--- src/rtl/reg_file_reader_if.sv ---
// rtl/reg_file_reader_if.sv - control, register-file read and output-stream signals of reg_file_reader
interface reg_file_reader_if;
  logic       start;
  logic [1:0] first_addr;
  logic [1:0] last_addr;
  logic [1:0] r_addr;
  logic [7:0] r_data;
  logic       out_valid;
  logic       out_ready;
  logic [7:0] out_data;
  logic [1:0] out_addr;
  logic       out_last;
  logic       busy;
  logic       done;

  modport master (
    input  start, first_addr, last_addr, r_data, out_ready,
    output r_addr, out_valid, out_data, out_addr, out_last, busy, done
  );

  modport slave (
    output start, first_addr, last_addr, r_data, out_ready,
    input  r_addr, out_valid, out_data, out_addr, out_last, busy, done
  );
endinterface

--- src/rtl/reg_file_reader.sv ---
// rtl/reg_file_reader.sv - streams a wrapping range of a 4x8 register file, one beat per fetch
// Optional trailing XOR checksum beat when READER_CHECKSUM_EN is defined.
module reg_file_reader (
  input logic               clk,
  input logic               rst,
  reg_file_reader_if.master bus
);

  localparam logic [1:0] ST_IDLE  = 2'd0;
  localparam logic [1:0] ST_FETCH = 2'd1;
  localparam logic [1:0] ST_SEND  = 2'd2;
`ifdef READER_CHECKSUM_EN
  localparam logic [1:0] ST_CSUM  = 2'd3;
`endif

  logic [1:0] state_q, state_d;
  logic [1:0] last_q, last_d;
  logic [1:0] r_addr_q, r_addr_d;
  logic       out_valid_q, out_valid_d;
  logic [7:0] out_data_q, out_data_d;
  logic [1:0] out_addr_q, out_addr_d;
  logic       out_last_q, out_last_d;
  logic       done_q, done_d;
`ifdef READER_CHECKSUM_EN
  logic [7:0] csum_q, csum_d;
`endif

  logic beat_accept;
  assign beat_accept = out_valid_q && bus.out_ready;

  always_comb begin
    state_d     = state_q;
    last_d      = last_q;
    r_addr_d    = r_addr_q;
    out_valid_d = out_valid_q;
    out_data_d  = out_data_q;
    out_addr_d  = out_addr_q;
    out_last_d  = out_last_q;
    done_d      = 1'b0;
`ifdef READER_CHECKSUM_EN
    csum_d      = csum_q;
`endif

    case (state_q)
      ST_IDLE: begin
        if (bus.start) begin
          last_d   = bus.last_addr;
          r_addr_d = bus.first_addr;
          state_d  = ST_FETCH;
`ifdef READER_CHECKSUM_EN
          csum_d   = 8'd0;
`endif
        end
      end

      ST_FETCH: begin
        out_data_d  = bus.r_data;
        out_addr_d  = r_addr_q;
        out_valid_d = 1'b1;
`ifdef READER_CHECKSUM_EN
        out_last_d  = 1'b0;
`else
        out_last_d  = (r_addr_q == last_q);
`endif
        state_d     = ST_SEND;
      end

      ST_SEND: begin
        if (beat_accept) begin
          out_valid_d = 1'b0;
`ifdef READER_CHECKSUM_EN
          csum_d      = csum_q ^ out_data_q;
`endif
          if (r_addr_q != last_q) begin
            r_addr_d = r_addr_q + 2'd1;
            state_d  = ST_FETCH;
          end else begin
`ifdef READER_CHECKSUM_EN
            // Fold the final data beat in directly so the checksum beat is ready next cycle.
            out_valid_d = 1'b1;
            out_data_d  = csum_q ^ out_data_q;
            out_addr_d  = 2'd0;
            out_last_d  = 1'b1;
            state_d     = ST_CSUM;
`else
            done_d      = 1'b1;
            state_d     = ST_IDLE;
`endif
          end
        end
      end

`ifdef READER_CHECKSUM_EN
      ST_CSUM: begin
        if (beat_accept) begin
          out_valid_d = 1'b0;
          done_d      = 1'b1;
          state_d     = ST_IDLE;
        end
      end
`endif

      default: state_d = ST_IDLE;
    endcase
  end

  always_ff @(posedge clk) begin
    if (rst) begin
      state_q     <= ST_IDLE;
      last_q      <= 2'd0;
      r_addr_q    <= 2'd0;
      out_valid_q <= 1'b0;
      out_data_q  <= 8'd0;
      out_addr_q  <= 2'd0;
      out_last_q  <= 1'b0;
      done_q      <= 1'b0;
`ifdef READER_CHECKSUM_EN
      csum_q      <= 8'd0;
`endif
    end else begin
      state_q     <= state_d;
      last_q      <= last_d;
      r_addr_q    <= r_addr_d;
      out_valid_q <= out_valid_d;
      out_data_q  <= out_data_d;
      out_addr_q  <= out_addr_d;
      out_last_q  <= out_last_d;
      done_q      <= done_d;
`ifdef READER_CHECKSUM_EN
      csum_q      <= csum_d;
`endif
    end
  end

  assign bus.r_addr    = r_addr_q;
  assign bus.out_valid = out_valid_q;
  assign bus.out_data  = out_data_q;
  assign bus.out_addr  = out_addr_q;
  assign bus.out_last  = out_last_q;
  assign bus.busy      = (state_q != ST_IDLE);
  assign bus.done      = done_q;

endmodule
--- src/flat_wrapper.sv ---
// flat-port wrapper written by rule: the top's interface ports become plain ports
module reg_file_reader_flat 
  (clk, rst, bus_start, bus_first_addr, bus_last_addr, bus_r_data, bus_out_ready, bus_r_addr, bus_out_valid, bus_out_data, bus_out_addr, bus_out_last, bus_busy, bus_done);
  reg_file_reader_if bus_i ();
  input logic clk;
  input logic rst;
  input wire logic [$bits(bus_i.start)-1:0] bus_start;
  input wire logic [$bits(bus_i.first_addr)-1:0] bus_first_addr;
  input wire logic [$bits(bus_i.last_addr)-1:0] bus_last_addr;
  input wire logic [$bits(bus_i.r_data)-1:0] bus_r_data;
  input wire logic [$bits(bus_i.out_ready)-1:0] bus_out_ready;
  output wire logic [$bits(bus_i.r_addr)-1:0] bus_r_addr;
  output wire logic [$bits(bus_i.out_valid)-1:0] bus_out_valid;
  output wire logic [$bits(bus_i.out_data)-1:0] bus_out_data;
  output wire logic [$bits(bus_i.out_addr)-1:0] bus_out_addr;
  output wire logic [$bits(bus_i.out_last)-1:0] bus_out_last;
  output wire logic [$bits(bus_i.busy)-1:0] bus_busy;
  output wire logic [$bits(bus_i.done)-1:0] bus_done;
  assign bus_i.start = bus_start;
  assign bus_i.first_addr = bus_first_addr;
  assign bus_i.last_addr = bus_last_addr;
  assign bus_i.r_data = bus_r_data;
  assign bus_i.out_ready = bus_out_ready;
  assign bus_r_addr = bus_i.r_addr;
  assign bus_out_valid = bus_i.out_valid;
  assign bus_out_data = bus_i.out_data;
  assign bus_out_addr = bus_i.out_addr;
  assign bus_out_last = bus_i.out_last;
  assign bus_busy = bus_i.busy;
  assign bus_done = bus_i.done;
  reg_file_reader u_core (.clk(clk), .rst(rst), .bus(bus_i));
endmodule
--- config.mk ---
export PLATFORM = sky130hd
export DESIGN_NAME = reg_file_reader_flat
export DESIGN_NICKNAME = d
export VERILOG_FILES = /design/src/rtl/reg_file_reader_if.sv /design/src/rtl/reg_file_reader.sv /design/src/flat_wrapper.sv
export SDC_FILE = /design/constraint.sdc
export NUM_CORES = 1
export LEC_CHECK = 0
export CAP_MARGIN = 0
export CORE_MARGIN = 2
export CORE_UTILIZATION = 44
export DETAILED_ROUTE_END_ITERATION = 7
export PLACE_DENSITY = 0.83
export REMOVE_ABC_BUFFERS = 1
export SYNTH_ARGS = -nofsm -noshare
export SYNTH_HDL_FRONTEND = slang
export SYNTH_SLANG_ARGS = --single-unit
--- constraint.sdc ---
create_clock -name clk -period 2.85 [get_ports clk]
set_input_delay 0.285 -clock clk [delete_from_list [all_inputs] [get_ports clk]]
set_output_delay 0.285 -clock clk [all_outputs]
set_load 0.01 [all_outputs]
==> results.ini <==
[worst_setup_path]
slowest_stage = clkdlybuf4s50_1
start_kind = register
cp-end-kind = output port
crit_arrival_ps = 1470
crit_type = reg2out
max_stage_delay_ps = 490
crit_fanout = 8
worstPathRequired_ps = 2570
cp_cell_sequence = or2_2 > clkdlybuf4s50_1

[placed_design]
dp_hpwl_um = 1311
place_congestion = 0.7563
io_buffers = 31

[logic_synthesis]
ys_types = 24
synth_flop_cell = dfxtp_1
synth.largest_area_cell = dfxtp_1
netlist_area_sq_um = 787.0
synth_top_area_share_pct = 48.33
ys_warn_count = 0
synthTopCellsByCount = nand2_1 (23), dfxtp_1 (19), a21oi_1 (14)
synth_edf_count = 0
synth_area_leaders = dfxtp_1 (48%), nand2_1 (11%), a21oi_1 (8.9%)
yosysSeqAreaShare_pct = 48.33
synthArstFlopShare_pct = 0
syn_inst = 93
synth_most_common_cell = nand2_1
syn_area_per_cell_sq_um = 8.462
synth_seq_cells = 19

[sta]
finalClockSkew_ps = 1.765
worstMarginPinSlew_ps = 674.1
hold_violations = 0
maxSlewViolCount = 0
max_clock_freq_mhz = 569.5
slew_headroom_pct = 54.92
period_share_pct = 61.61
layout_min_cycle_time_ps = 1756
rsz0062_at_grt = no
setup_viol = 0
tns_ps = 0

[clocking]
post_cts_resized = 0
clockRootBuffer = clkbuf_4
clk-insertion-delay-late_ps = 300
cts_tree = built
htree_levels = 1
cts_hold_buf = 0
clk_pin_slew_ps = 100
cts_made_buffers = 3
cts_sinks = 19
clockBufferDepth = 2
cts_setup_buffers = 0

[cells_and_area]
diodes = 0
drive_above_1_share_pct = 7.317
finalNetCount = 140
n_fill_cell = 156
syn_to_final_growth_pct = 43.56

[power]
power_frac_comb_pct = 20.6
power.internal_uw = 398.1
leakage_uw = 0.0004140
power_density_mw_per_mm2 = 481.0
power_switching_share_pct = 26.76
switchingPower_uw = 145.4
power_frac_seq_pct = 54.4
p_clk_share_pct = 25.0
peakVddDrop_mv = 0.2669
power_uw = 543.5

[route]
antenna_left = 0
vias_per_cell = 4.980
vias = 737
wire_per_inst_um = 11.57
drc_errors = 0
drt_first_pass_iters = 4
dr.first_iter.drc_count = 9
routed_wl_um = 1713

[grt]
grt_pass1_vias = 679
grt_pass1_wl_um = 2870
antenna_found_initial = 0
overflow = 0
grt_start_max_net_pins = 21
grt_usage_pct = 19.47

[run_status]
status = finished clean

[worst_hold_path]
hold_path.class = reg2reg

[die]
die_h_um = 46.29
dieArea_sq_mm = 0.002143
initial_core_util_pct = 46.08
num_rows = 15
coreArea_sq_mm = 0.001708
die_width_um = 46.29
io-pin-count = 32

[job]
maxCapViolations = 0

-- cell type report --
| class | count | area [sq um] | share of cell area (%) |
|---|---|---|---|
| Sequential cell | 19 | 380.4 | 33.67 |
| Multi-Input combinational cell | 66 | 369.1 | 32.67 |
| Timing Repair Buffer | 31 | 310.3 | 27.46 |
| Tap cell | 25 | 31.28 | 2.769 |
| Clock buffer | 3 | 22.52 | 1.993 |
| Inverter | 3 | 11.26 | 0.9967 |
| Clock inverter | 1 | 5.005 | 0.4430 |
-- cell usage in the layout, fill, tap and decap left out, drive strengths merged, types with 3 or more instances in the layout --
cell,instances
nand2,23
inv,3
a21oi,14
clkdlybuf4s50,31
dfxtp,19
clkbuf,3
nor2,8
-- cells by family after synthesis --
group           Yosys count  synth area share, %
simple gates             40                24.49
buf+inv                   8                4.769
flops                    19                48.33
compound gates           22                17.65
mux                       2                2.544
xor+xnor                  2                2.226
-- power by group through the flow --
stage	Combinational, uW	Clock, uW	Sequential, uW
2_1_floorplan	47.1	0	305
3_3_place_gp	109	0	302
3_5_place_dp	112	0	302
4_1_cts	113	141	296
5_1_grt	124	152	299
6_report	112	136	296
-- final timing paths --
kind,depth (start not counted),startpoint,slack [ps],end
setup / recovery,2,u_core.state_q[1],1090,bus_busy
hold / removal,2,u_core.bus.out_data[2],460,u_core.bus.out_data[2]
setup reg to reg,3,u_core.state_q[1],1440,u_core.bus.r_addr[0]
hold reg to reg,2,u_core.bus.out_data[2],460,u_core.bus.out_data[2]
-- routing by layer --
metal | vias to the layer above | GRT usage [%] | routed length (um)
li1 | 371 | - | -
met1 | 332 | 21.77 | 721
met2 | 29 | 32.22 | 818
met3 | 5 | 5.490 | 128
met4 | 0 | 12.00 | 44
met5 | - | 0 | 0
-- flip-flops by register name, summed over array words and instances (netlist names) --
signal,count
u_core.bus.out_valid,1
u_core.bus.out_last,1
u_core.bus.out_addr,2
u_core.bus.r_addr,2
u_core.bus.done,1
u_core.bus.out_data,8
u_core.last_q,2
u_core.state_q,2
-- critical path: cells and delay by family (launching register included) --
family	cells	cell delay, ps
buf+inv	1	490
flops	1	380
simple gates	1	310
-- per-stage QoR --
stage	cell area, sq um	utilization [%]	worst slack, ps	instances	hold slack, ps
final	1130	66.15	1094	148	459.6
after global placement	1102	64.54	1158	144	441.1
after detailed placement	1102	64.54	1096	144	446.2
after floorplan	760.7	-	1565	88	354.1
after global routing	1130	66.15	1011	148	484.2
after CTS	1130	66.15	1086	148	461.5
(Power assumes the default switching activity.)
